--- src/rtl/branch_flag_unit_if.sv ---
// Bus between the ALU/zero-detect/issue side and the branch flag unit.
// The master drives flag writes and branch requests. The slave returns the resolved fetch controls.
interface branch_flag_unit_if #(
  parameter int AW = 8
);
  logic          flag_we;
  logic          zero_in;
  logic          carry_in;
  logic          neg_in;
  logic          br_valid;
  logic [2:0]    br_cond;
  logic [AW-1:0] br_target;
  logic          br_ready;
  logic [2:0]    flags_q;
  logic          pc_load;
  logic [AW-1:0] pc_target;
  logic          flush;
  logic          cond_err;
  logic [7:0]    taken_cnt;

  modport master (
    output flag_we, zero_in, carry_in, neg_in, br_valid, br_cond, br_target,
    input  br_ready, flags_q, pc_load, pc_target, flush, cond_err, taken_cnt
  );

  modport slave (
    input  flag_we, zero_in, carry_in, neg_in, br_valid, br_cond, br_target,
    output br_ready, flags_q, pc_load, pc_target, flush, cond_err, taken_cnt
  );
endinterface

--- src/rtl/branch_flag_unit.sv ---
// Holds the {N,C,Z} status register and resolves conditional branches against it.
// A taken branch drives a one-cycle PC load and then a fixed-length pipeline flush.
module branch_flag_unit #(
  parameter int AW           = 8,
  parameter int FLUSH_CYCLES = 2
) (
  input  logic               clk,
  input  logic               rst_n,
  branch_flag_unit_if.slave  bus
);

  typedef enum logic {S_IDLE, S_FLUSH} state_e;

  typedef enum logic [2:0] {
    C_ALWAYS = 3'b000,
    C_Z      = 3'b001,
    C_NZ     = 3'b010,
    C_C      = 3'b011,
    C_NC     = 3'b100,
    C_N      = 3'b101,
    C_NN     = 3'b110,
    C_RSVD   = 3'b111
  } cond_e;

  localparam logic [3:0] FLUSH_LAST = 4'(FLUSH_CYCLES - 1);

  state_e        state_q, state_d;
  logic [3:0]    fcnt_q, fcnt_d;
  logic [2:0]    flag_q, flag_d;
  logic          pc_load_q, pc_load_d;
  logic [AW-1:0] pc_target_q, pc_target_d;
  logic          cond_err_q, cond_err_d;
  logic [7:0]    taken_q, taken_d;

  logic          ready;
  logic          accept;
  logic          cond_true;
  logic          take;
  logic [2:0]    eff_flags;

  assign accept = bus.br_valid & ready;
  assign take   = accept & cond_true;

  // Incoming flags win over the stored ones when both are written in the same cycle.
  // NOTE: every signal assigned in always_comb gets a default first, so no latch is inferred.
  always_comb begin
    eff_flags = bus.flag_we ? {bus.neg_in, bus.carry_in, bus.zero_in} : flag_q;
    cond_true = 1'b0;
    case (cond_e'(bus.br_cond))
      C_ALWAYS: cond_true = 1'b1;
      C_Z:      cond_true = eff_flags[0];
      C_NZ:     cond_true = ~eff_flags[0];
      C_C:      cond_true = eff_flags[1];
      C_NC:     cond_true = ~eff_flags[1];
      C_N:      cond_true = eff_flags[2];
      C_NN:     cond_true = ~eff_flags[2];
      default:  cond_true = 1'b0;
    endcase
  end

  // NOTE: sequential state is assigned with non-blocking (<=) only.
  always_ff @(posedge clk or negedge rst_n) begin
    if (!rst_n) begin
      state_q <= S_IDLE;
      fcnt_q  <= '0;
    end else begin
      state_q <= state_d;
      fcnt_q  <= fcnt_d;
    end
  end

  // The flush counter is loaded on entry and covers the pc_load cycle as the first flush cycle.
  always_comb begin
    state_d = state_q;
    fcnt_d  = fcnt_q;
    case (state_q)
      S_IDLE: begin
        if (take) begin
          state_d = S_FLUSH;
          fcnt_d  = FLUSH_LAST;
        end
      end
      S_FLUSH: begin
        if (fcnt_q == 4'd0) state_d = S_IDLE;
        else                fcnt_d  = fcnt_q - 4'd1;
      end
      default: state_d = S_IDLE;
    endcase
  end

  always_comb begin
    ready     = (state_q == S_IDLE);
    bus.flush = (state_q == S_FLUSH);
  end

  always_comb begin
    flag_d      = bus.flag_we ? {bus.neg_in, bus.carry_in, bus.zero_in} : flag_q;
    pc_load_d   = take;
    pc_target_d = take ? bus.br_target : pc_target_q;
    cond_err_d  = accept && (bus.br_cond == C_RSVD);
    taken_d     = (take && taken_q != 8'hFF) ? taken_q + 8'd1 : taken_q;
  end

  always_ff @(posedge clk or negedge rst_n) begin
    if (!rst_n) begin
      flag_q      <= '0;
      pc_load_q   <= 1'b0;
      pc_target_q <= '0;
      cond_err_q  <= 1'b0;
      taken_q     <= '0;
    end else begin
      flag_q      <= flag_d;
      pc_load_q   <= pc_load_d;
      pc_target_q <= pc_target_d;
      cond_err_q  <= cond_err_d;
      taken_q     <= taken_d;
    end
  end

  assign bus.br_ready  = ready;
  assign bus.flags_q   = flag_q;
  assign bus.pc_load   = pc_load_q;
  assign bus.pc_target = pc_target_q;
  assign bus.cond_err  = cond_err_q;
  assign bus.taken_cnt = taken_q;

endmodule

--- src/flat_wrapper.sv ---
// flat-port wrapper written by rule: the top's interface ports become plain ports
module branch_flag_unit_flat 
#(
  parameter int AW           = 8,
  parameter int FLUSH_CYCLES = 2
)
  (clk, rst_n, bus_flag_we, bus_zero_in, bus_carry_in, bus_neg_in, bus_br_valid, bus_br_cond, bus_br_target, bus_br_ready, bus_flags_q, bus_pc_load, bus_pc_target, bus_flush, bus_cond_err, bus_taken_cnt);
  branch_flag_unit_if #(.AW(AW)) bus_i ();
  input  logic clk;
  input  logic rst_n;
  input wire logic [$bits(bus_i.flag_we)-1:0] bus_flag_we;
  input wire logic [$bits(bus_i.zero_in)-1:0] bus_zero_in;
  input wire logic [$bits(bus_i.carry_in)-1:0] bus_carry_in;
  input wire logic [$bits(bus_i.neg_in)-1:0] bus_neg_in;
  input wire logic [$bits(bus_i.br_valid)-1:0] bus_br_valid;
  input wire logic [$bits(bus_i.br_cond)-1:0] bus_br_cond;
  input wire logic [$bits(bus_i.br_target)-1:0] bus_br_target;
  output wire logic [$bits(bus_i.br_ready)-1:0] bus_br_ready;
  output wire logic [$bits(bus_i.flags_q)-1:0] bus_flags_q;
  output wire logic [$bits(bus_i.pc_load)-1:0] bus_pc_load;
  output wire logic [$bits(bus_i.pc_target)-1:0] bus_pc_target;
  output wire logic [$bits(bus_i.flush)-1:0] bus_flush;
  output wire logic [$bits(bus_i.cond_err)-1:0] bus_cond_err;
  output wire logic [$bits(bus_i.taken_cnt)-1:0] bus_taken_cnt;
  assign bus_i.flag_we = bus_flag_we;
  assign bus_i.zero_in = bus_zero_in;
  assign bus_i.carry_in = bus_carry_in;
  assign bus_i.neg_in = bus_neg_in;
  assign bus_i.br_valid = bus_br_valid;
  assign bus_i.br_cond = bus_br_cond;
  assign bus_i.br_target = bus_br_target;
  assign bus_br_ready = bus_i.br_ready;
  assign bus_flags_q = bus_i.flags_q;
  assign bus_pc_load = bus_i.pc_load;
  assign bus_pc_target = bus_i.pc_target;
  assign bus_flush = bus_i.flush;
  assign bus_cond_err = bus_i.cond_err;
  assign bus_taken_cnt = bus_i.taken_cnt;
  branch_flag_unit #(.AW(AW), .FLUSH_CYCLES(FLUSH_CYCLES)) u_core (.clk(clk), .rst_n(rst_n), .bus(bus_i));
endmodule
--- config.mk ---
export PLATFORM = sky130hd
export DESIGN_NAME = branch_flag_unit_flat
export DESIGN_NICKNAME = d
export VERILOG_FILES = /design/src/rtl/branch_flag_unit_if.sv /design/src/rtl/branch_flag_unit.sv /design/src/flat_wrapper.sv
export SDC_FILE = /design/constraint.sdc
export NUM_CORES = 1
export LEC_CHECK = 0
export BUFFER_PORTS_ARGS = -buffer_cell sky130_fd_sc_hd__buf_2
export CAP_MARGIN = 20
export CORE_UTILIZATION = 52
export CTS_CLUSTER_DIAMETER = 200
export DETAILED_ROUTE_END_ITERATION = 8
export PLACE_DENSITY = 0.86
export SLEW_MARGIN = 15
export SYNTH_ARGS = -nofsm -noshare
export SYNTH_HDL_FRONTEND = slang
export SYNTH_SLANG_ARGS = --single-unit
--- constraint.sdc ---
create_clock -name clk -period 4.2 [get_ports clk]
set_input_delay 0.63 -clock clk [delete_from_list [all_inputs] [get_ports clk]]
set_output_delay 0.63 -clock clk [all_outputs]
set_load 0.05 [all_outputs]
# Word level (Yosys, flattened, before mapping)
# Cells that the tools add are included.
# word_totals
reg_bits	26
in_bits	18
out_inout_bits	23
word_cells	38
# op_classes
add_sub_neg	2
n_eq_ne	10
muxes	8
n_bitwise	6
reduce_logical	5
# ops
operator	n
3-bit equality test, second input constant	4
8-bit by 1-bit adder with 8-bit output, second input constant	1
4-bit two-way mux	2
8-bit != test, second input constant	1
4-bit case mux with 2 select lines	1
1-bit case mux with 7 select lines	1
3-bit by 2-bit equality test with 1-bit output, second input constant	2
4-bit logical NOT	1
1-bit inverter	4
4-bit by 1-bit subtractor with 4-bit output, second input constant	1
3-bit by 1-bit equality test with 1-bit output, second input constant	1
3-bit logical NOT	1
3-bit two-way mux	1
1-bit AND	2
1-bit logical AND	2
1-bit two-way mux	2
2-bit by 1-bit != test with 1-bit output, second input constant	1
2-bit != test, second input constant	1
1-bit case mux with 2 select lines	1
2-bit AND reduction	1

# Longest topological paths before layout
# Gate-level depths: netlist of run 1.
# depth
ltp_word	6
depth_mapped	6

# Worst setup path before layout of run 1
# No wires, ideal clock.
# synth_timing
kind	input -> register
from	input bus_flag_we
to	register u_core.taken_q[6], in the netlist u_core.bus.taken_cnt[6]
setup_time_ns	0.128
t_arrival_ns	2.094
required_ns	4.072
path_slack_ns	1.978
stages	6
path_buffers	1
cell_sequence	mux2_4 > mux2_4 > nor4_4 > buf_4 > nand4_1 > mux2_1
# synth_via
elab_chain_cells	5
elab_cells_between_ends	7
cone_classes	mux (2); bitwise (4); reduce/logical (1)
# synth_rtl
item	line_no	rtl
start, declared	flat_wrapper.sv:11	input wire logic [$bits(bus_i.flag_we)-1:0] bus_flag_we;
3-bit two-way mux *	--	
1-bit inverter (on tied branches)	branch_flag_unit.sv:56, branch_flag_unit.sv:52, branch_flag_unit.sv:54	
1-bit case mux with 7 select lines *	branch_flag_unit.sv:49	case (cond_e'(bus.br_cond))
1-bit AND *	branch_flag_unit.sv:42	assign take = accept & cond_true;
1-bit logical AND *	branch_flag_unit.sv:101	taken_d = (take && taken_q != 8'hFF) ? taken_q + 8'd1 : taken_q;
end signal, assigned	branch_flag_unit.sv:116	taken_q <= taken_d;
end, declared	branch_flag_unit.sv:33	logic [7:0] taken_q, taken_d;
# Every way passes the cells marked *; elsewhere a longest branch is shown, timed or not.
# A chain may end at the register's enable or synchronous reset.

# Worst setup path in the final report of run 1
# layout_timing
from	input bus_flag_we
to	register u_core.taken_q[1], in the netlist u_core.bus.taken_cnt[1]
# layout_via
elab_chain_cells	5
elab_cells_between_ends	7
cone_classes	mux (2); bitwise (4); reduce/logical (1)
# layout_rtl
item	line_no	rtl
3-bit two-way mux *	--	
via u_core.eff_flags[0]	branch_flag_unit.sv:39	logic [2:0] eff_flags;
1-bit inverter	branch_flag_unit.sv:52	C_NZ: cond_true = ~eff_flags[0];
1-bit case mux with 7 select lines *	branch_flag_unit.sv:49	
1-bit AND *	branch_flag_unit.sv:42	
1-bit logical AND *	branch_flag_unit.sv:101	
# The timed path passes the listed nets; every way through them passes the cells marked *.

==> flow_summary.toml, run 1 <==
[outcome]
status = "finished, final reports clean"

[finish]
postLayoutCoreUtil_pct = 70.8
drive_gt1_share_pct = 37.4
n_antenna_cell = 0
area_growth_pct = 22.5
fillers = 166
fin_nets = 160

[flow_run]
drv_cap = 0

[timing]
layout_worst_path_cycle_share_pct = 54.7
skew_ns = 0.0163
setup_slack_ns = 1.90
finalSetupViolations = 0
period_minus_slack_ns = 2.30
maxSlewViolCount = 0
rsz0062_at_grt = "no"
slew_headroom_pct = 64.2
clock.fmax_ghz = 0.435
hold_viol_final = 0
setup_tns_ns = 0
tightest_slew_ns = 0.538

[synth]
synth.net_count = 116
async_flop_share_pct = 100
ys_seq_elements = 26
yosysSeqAreaShare_pct = 55.1
syn_area_per_cell_um2 = 12.3
yosys.area.top_type_share_pct = 55.1
synth_common_cells = "dfrtp_1 (26), mux2_1 (9), nor2_1 (6)"
synth-edff-count = 0
synth_area_leader_cell = "dfrtp_1"
postSynthCellCount = 96
ys_warn_count = 0
synth.most_common_cell = "dfrtp_1"
synth_cell_types = 30
synth_flop_cell = "dfrtp_1"
syn_area_mm2 = 0.00118
yosys-top-cells-area = "dfrtp_1 (55%), mux2_1 (8.6%), xor2_1 (3.0%)"

[placement]
post-place-ws_ns = 1.56
port-buffer-count = 40
hpwl_mm = 1.65
globalplace.congestion = 0.762

[worst_setup_path]
startpoint_type = "input port"
crit_family = "multiplexers"
cpMostUsedCell = "mux2_4"
critPathMaxStageDelay_ns = 0.36
required_ns = 4.41
arrival_ns = 2.51
cp_num_buf_inv = 2
critPathKind = "in -> reg"
path_cells = "buf_2, mux2_4, mux2_4, nor4_4, buf_4, nor2b_1, mux2_2"
cp_max_fo = 22
cp_slowest_cell = "mux2_2"
endpoint_kind = "register"

[die]
die-area_mm2 = 0.00246
chipWidth_um = 49.6
rows = 16
core_area_mm2 = 0.00204
initial_core_util_pct = 57.8
fp.dieH_um = 49.6
io_pins = 41

[cts]
root_buffer = "clkbuf_4"
cts_buffers = 3
clkTransAtPathRegs_ns = 0.14
post-cts-setup-buffers = 0
clockBufferDepth = 2
worstSkewPairLatency_ns = 0.33
hold_buffers = 0
htreeDepth = 1
cts_sinks = 26
cts_tree = "done"
post_cts_resized = 0

[drt]
drc = 0
post_drt_wl_per_cell_um = 13.0
dr.pass1.iters = 4
postRouteAntennaNets = 0
vias = 877
first_iter_violations = 24
vias_per_cell = 5.28
routed_wl_mm = 2.15

[global_routing]
grt_pass1_vias = 792
grt_max_degree = 27
globalRouteOverflowTotal = 0
grt_usage_pct = 18.6
antenna_found_initial = 0
grt_pass1_wl_mm = 3.41

[hold_path]
hold_class = "in -> async"

[pwr]
total_power_uw = 1110
powerDensity_mw_per_mm2 = 771
leakagePower_uw = 0.000730
peakVddDrop_uv = 561
[path summary, 6_finish.rpt]
kind                                         start                 endpoint  slack (ns)  cells past startpoint
max reg2reg                  u_core.bus.flags_q[0]  u_core.bus.taken_cnt[1]        1.95                      6
min reg2reg                u_core.bus.pc_target[4]  u_core.bus.pc_target[4]        0.50                      1
max                                    bus_flag_we  u_core.bus.taken_cnt[1]        1.90                      7
min in group clk           u_core.bus.pc_target[4]  u_core.bus.pc_target[4]        0.50                      1
min                                          rst_n    u_core.bus.flags_q[0]        0.26                      1
max in group asynchronous                    rst_n  u_core.bus.taken_cnt[0]        3.57                      1
[final cells by class]
cell class	count	area, µm²	share of cell area (%)
timing repair buffer	41	208	14.4
inverter	3	11.3	0.779
tap	27	33.8	2.34
clock buffer	4	36.3	2.51
sequential	26	651	45.0
multi-input combinational	65	505	35.0
[metrics by stage]
stage	area [µm²]	hold WS [ns]	instances
after floorplan	1180	0.334	96
after global placement	1410	0.462	162
after detailed placement	1410	0.471	162
after CTS	1450	0.282	166
after global routing	1450	0.297	166
final	1450	0.259	166
[sequential cells by signal, indices dropped and copies added (netlist names)]
register and flops:
u_core.bus.flush 1, u_core.bus.pc_target 8, u_core.bus.pc_load 1, u_core.bus.cond_err 1
u_core.bus.flags_q 3, u_core.fcnt_q 4, u_core.bus.taken_cnt 8
[report_power, final]
group	total [µW]	internal (µW)	switching [µW]
combinational	574	159	415
sequential	417	343	74.1
clock	123	53.1	70.3
total	1110	555	560
[per-layer routing]
metal  vias up  GRT usage [%]  routed length, µm
met3         3           3.09                128
met4         0           8.57                 31
li1        428              -                  -
met2        35           30.6               1050
met5         -              0                  0
met1       411           23.7                938
[placed cells by master, fill, tap and decap left out, types with 2 or more instances in the layout]
cell type and n:
a21oi_1 5, and3_1 3, buf_2 40, clkbuf_4 3, dfrtp_1 26, ha_1 2
inv_1 3, mux2_1 9, mux2_2 3, mux2_4 2, nand2_1 5, nand2b_1 2
nand3_1 4, nand4_1 3, nor2_1 6, nor2b_1 2, nor3b_1 2, xnor2_1 2
xor2_1 4
[logic make-up (layout without fill, tap and decap cells)]
family	Yosys count	count (layout)	synth area share, %
AOI/OAI and AO/OA	9	9	4.24
xor gates and xnor gates	6	6	4.45
adders and majority gates	2	2	2.12
buffers and inverters	5	48	2.01
DFF	26	26	55.1
muxes	15	15	14.8
and+or+nand+nor	33	33	17.2
Power figures use the tool's default switching activity.
==> inputs of run 2 (changes only) <==
--- a/config.mk
+++ b/config.mk
@@ -7,10 +7,10 @@
 export LEC_CHECK = 0
 export BUFFER_PORTS_ARGS = -buffer_cell sky130_fd_sc_hd__buf_2
 export CAP_MARGIN = 20
-export CORE_UTILIZATION = 52
+export CORE_UTILIZATION = 44
 export CTS_CLUSTER_DIAMETER = 200
 export DETAILED_ROUTE_END_ITERATION = 8
-export PLACE_DENSITY = 0.86
+export PLACE_DENSITY = 0.77
 export SLEW_MARGIN = 15
 export SYNTH_ARGS = -nofsm -noshare
 export SYNTH_HDL_FRONTEND = slang
==> constraint.sdc (replaced) <==
create_clock -name clk -period 1.87 [get_ports clk]
set_input_delay 0.2805 -clock clk [delete_from_list [all_inputs] [get_ports clk]]
set_output_delay 0.2805 -clock clk [all_outputs]
set_load 0.05 [all_outputs]
==> run 2 against run 1 <==
  * Critical path depth down 1
  * Via count increased by 2.3%
  * Largest cell class unchanged
  * Largest power group unchanged
  * Sequential power up 130%
  * Clock skew is 0.0020 ns lower
  * Wire length is 11% higher
  * Sequential share of layout area shrank 4.2 points
  * The run now ends with setup timing left
  * Worst hold slack worse by 0.10 ns
==> flow_summary.toml, run 2 (synthesis results as in run 1) <==
[placement]
port-buffer-count = 40
globalplace.congestion = 0.700
hpwl_mm = 1.76
placed_cells = 171
dpl_cell_area_mm2 = 0.00146

[die]
core_area_mm2 = 0.00250
rows = 18
chipWidth_um = 53.8
fp.dieH_um = 53.8
io_pins = 41
die-area_mm2 = 0.00289
initial_core_util_pct = 47.2

[hold_path]
min_path_cells = 2
hold_class = "in -> reg"

[drt]
routed_wl_mm = 2.39
first_iter_violations = 15
post_drt_wl_per_cell_um = 13.4
drc = 0
vias = 897
dr.pass1.iters = 4
postRouteAntennaNets = 0
vias_per_cell = 5.04

[timing]
clock.fmax_ghz = 0.519
skew_ns = 0.0142
layout_worst_path_cycle_share_pct = 103
slew_headroom_pct = 62.5
finalSetupViolations = 9
tightest_slew_ns = 0.563
maxSlewViolCount = 0
hold_viol_final = 0
rsz0062_at_grt = "yes"
period_minus_slack_ns = 1.93
whs_ns = 0.158
setup_slack_ns = -0.0555

[cts]
worstSkewPairLatency_ns = 0.32
root_buffer = "clkbuf_4"
cts_sinks = 26
htreeDepth = 1
cts_tree = "done"
clockBufferDepth = 2
clkTransAtPathRegs_ns = 0.14
cts_buffers = 3

[worst_setup_path]
endpoint_kind = "register"
startpoint_type = "register"
arrival_ns = 2.14
critPathKind = "reg -> reg"
cp_max_fo = 7
r2r_cells = 6
required_ns = 2.08

[pwr]
p_sw_uw = 1300
switching_share_pct = 47.4
power_frac_comb_pct = 51.7
p_seq_share_pct = 34.5
peakVddDrop_uv = 1190
p_clk_share_pct = 13.8
internal_power_uw = 1440
leakagePower_uw = 0.000806
powerDensity_mw_per_mm2 = 1710

[finish]
n_antenna_cell = 0
layout_common_cells = "buf_2 (40), dfrtp_1 (24), mux2_4 (8)"
fin_area_mm2 = 0.00160
fin_nets = 169
drive_gt1_share_pct = 48.0
fillers = 216
final_common_cell = "buf_2"
area_growth_pct = 35.5
final_cells = 178

[global_routing]
grt_pass1_wl_mm = 3.86
grt_usage_pct = 18.9
antenna_found_initial = 0
globalRouteOverflowTotal = 0
grt_pass1_vias = 890
grt_max_degree = 27

[outcome]
status = "complete, but fails checks"
violations = "setup timing"

[flow_run]
drv_cap = 0
## run 2: cell types whose count changed in the layout (fill, tap and decap cells not counted), sizes merged
cell / previous run / this run
buf: 41 / 49
bufinv: 0 / 1
clkbuf: 4 / 3
dlygate4sd3: 0 / 1
## run 2: what timing repair did
item | 4_1_cts | 5_1_grt
resized for setup | 11 | 3
pin swaps | 2 | 1
buffers inserted | 2 | 0
hold endpoints to repair | 26 | 0
hold buffers | 1 | 0
setup endpoints to repair | 15 | 21
## run 2: per-layer routing
layer / GRT usage, % / wire length, µm / vias up
met1: 22.1 / 1030 / 422
li1: - / - / 446
met2: 32.5 / 1190 / 27
met3: 6.78 / 154 / 2
met4: 4.82 / 12 / 0
met5: 0 / 0 / -
## run 2: worst paths after layout
kind	slack [ns]	startpoint	end
worst max-delay path	-0.06	u_core.bus.flags_q[0]	u_core.bus.taken_cnt[1]
worst min-delay path	0.16	bus_br_target[0]	u_core.bus.pc_target[0]
worst max register to register	-0.06	u_core.bus.flags_q[0]	u_core.bus.taken_cnt[1]
worst min register to register	0.50	u_core.bus.pc_target[0]	u_core.bus.pc_target[0]
max in group asynchronous	1.01	rst_n	u_core.bus.flags_q[1]
min in group asynchronous	0.46	rst_n	u_core.bus.pc_target[1]
## run 2: area by class of cell
cell class / count / area, µm² / area share, %
timing repair buffer: 50 / 289 / 18.1
clock inverter: 1 / 30.0 / 1.88
inverter: 3 / 11.3 / 0.704
clock buffer: 3 / 22.5 / 1.41
tap: 30 / 37.5 / 2.35
multi-input combinational: 65 / 556 / 34.7
sequential: 26 / 653 / 40.8
## run 2: power by group through the flow
| stage | clock [µW] | combinational, µW | sequential (µW) |
|---|---|---|---|
| 4_1_cts | 391 | 1410 | 942 |
| 3_3_place_gp | 0 | 1290 | 930 |
| 2_1_floorplan | 0 | 424 | 1510 |
| 5_1_grt | 416 | 1500 | 976 |
| 3_5_place_dp | 0 | 1330 | 951 |
| 6_report | 378 | 1420 | 944 |
## run 2: critical path, stage by stage (launching register included)
cell,delay (ns)
dfrtp_2,0.43
mux2_4,0.28
mux2_4,0.31
nor4_4,0.12
buf_4,0.19
nor2b_4,0.17
mux2_4,0.30
## run 2: stage by stage
stage / setup WS, ns / utilization [%] / power [µW] / setup TNS (ns)
2_1_floorplan: -0.237 / - / 1940 / -1.51
3_3_place_gp: -0.178 / 58.5 / 2220 / -2.00
3_5_place_dp: -0.235 / 58.5 / 2280 / -2.58
4_1_cts: -0.183 / 63.3 / 2740 / -2.32
5_1_grt: -0.107 / 64.0 / 2890 / -1.04
6_report: -0.0555 / 64.0 / 2740 / -0.278
==> inputs of run 3 (changes only) <==
--- a/config.mk
+++ b/config.mk
@@ -11,6 +11,7 @@
 export CTS_CLUSTER_DIAMETER = 200
 export DETAILED_ROUTE_END_ITERATION = 8
 export PLACE_DENSITY = 0.77
+export RECOVER_POWER = 50
 export SLEW_MARGIN = 15
 export SYNTH_ARGS = -nofsm -noshare
 export SYNTH_HDL_FRONTEND = slang
==> run 3 against run 2 <==
  * The run still ends with setup timing left
  * Wire length stayed put
  * Sequential power barely moved
  * Via count unchanged
==> flow_summary.toml, run 3 (synthesis results as in run 1) <==
[finish]
fin_nets = 169
area_growth_pct = 35.5
fillers = 216
n_antenna_cell = 0
drive_gt1_share_pct = 48.0
final_common_cell = "buf_2"
layout_common_cells = "buf_2 (39), dfrtp_1 (24), mux2_4 (8)"

[global_routing]
grt_usage_pct = 18.9
grt_pass1_vias = 890
grt_max_degree = 27
grt_pass1_wl_mm = 3.86
globalRouteOverflowTotal = 0
antenna_found_initial = 0

[placement]
globalplace.congestion = 0.700
hpwl_mm = 1.76
post-place-ws_ns = -0.235
port-buffer-count = 40

[worst_setup_path]
cpMostUsedCell = "mux2_4"
required_ns = 2.08
cp_max_fo = 7
cp_slowest_cell = "dfrtp_2"
startpoint_type = "register"
path_cells = "mux2_4, mux2_4, nor4_4, buf_4, nor2b_4, mux2_4"
arrival_ns = 2.14
critPathKind = "reg -> reg"
endpoint_kind = "register"
critPathMaxStageDelay_ns = 0.43

[drt]
postRouteAntennaNets = 0
routed_wl_mm = 2.39
dr.pass1.iters = 4
drc = 0
vias_per_cell = 5.04
first_iter_violations = 15
vias = 897
post_drt_wl_per_cell_um = 13.4

[timing]
layout_worst_path_cycle_share_pct = 103
maxSlewViolCount = 0
finalSetupViolations = 9
setup_slack_ns = -0.0555
period_minus_slack_ns = 1.93
rsz0062_at_grt = "yes"
hold_viol_final = 0
setup_tns_ns = -0.278
slew_headroom_pct = 58.3
tightest_slew_ns = 0.626
skew_ns = 0.0142
clock.fmax_ghz = 0.519

[cts]
worstSkewPairLatency_ns = 0.32
cts_buffers = 3
htreeDepth = 1
root_buffer = "clkbuf_4"
cts_sinks = 26
clkTransAtPathRegs_ns = 0.14
clockBufferDepth = 2
cts_tree = "done"

[die]
die-area_mm2 = 0.00289
initial_core_util_pct = 47.2
io_pins = 41
fp.dieH_um = 53.8
chipWidth_um = 53.8
core_area_mm2 = 0.00250
rows = 18

[pwr]
leakagePower_uw = 0.000806
total_power_uw = 2740
peakVddDrop_uv = 1190
powerDensity_mw_per_mm2 = 1710

[hold_path]
hold_class = "in -> reg"

[outcome]
violations = "setup timing"
status = "complete, but fails checks"

[flow_run]
drv_cap = 0
==> run 3: cell types whose count changed in the layout (fill, tap and decap cells not counted), sizes merged <==
cell,delta
buf,-1
clkbuf,+1
==> run 3: final timing paths <==
check,slack [ns],end,depth (start not counted),startpoint
hold reg to reg,0.50,u_core.bus.pc_target[0],1,u_core.bus.pc_target[0]
setup reg to reg,-0.06,u_core.bus.taken_cnt[1],6,u_core.bus.flags_q[0]
max in group asynchronous,0.95,u_core.bus.flags_q[1],2,rst_n
setup / recovery,-0.06,u_core.bus.taken_cnt[1],6,u_core.bus.flags_q[0]
hold / removal,0.16,u_core.bus.pc_target[0],2,bus_br_target[0]
min in group asynchronous,0.48,u_core.bus.pc_target[1],2,rst_n
==> run 3: cell type report <==
type	count	area, µm²	share of cell area (%)
timing repair buffer	50	289	18.1
sequential	26	653	40.8
clock inverter	1	30.0	1.88
inverter	3	11.3	0.704
multi-input combinational	65	556	34.7
tap	30	37.5	2.35
clock buffer	3	22.5	1.41
==> run 3: worst max-delay path: cells and delay by family, from the launching register on <==
kind          cells  cell delay, ns
mux               3            0.89
flops             1            0.43
simple gates      2            0.29
buf+inv           1            0.19
==> run 3: stage by stage <==
stage	hold slack (ns)	instances	cell area (µm²)	util, %
after CTS	0.152	178	1580	63.3
after global routing	0.137	178	1600	64.0
final	0.158	178	1600	64.0
after detailed placement	0.304	171	1460	58.5
after global placement	0.298	171	1460	58.5
after floorplan	-0.0151	96	1180	-
==> run 3: routing by layer <==
metal	global-route usage [%]	part of all wire [%]
met5	0	0
met4	4.82	0.50
met3	6.78	6.5
met2	32.5	50
met1	22.1	43
==> run 3: power breakdown <==
part           leakage [µW]  switching (µW)  internal, µW
Sequential         0.000319             173           771
Clock             0.0000279             162           217
Combinational      0.000459             963           452
==> run 3: timing repair <==
item	CTS	global route
setup endpoints to repair	15	21
hold buffers	1	0
buffers inserted	2	0
endpoints found under the hold margin	26	0
pin swaps	2	1
resized for setup	11	3
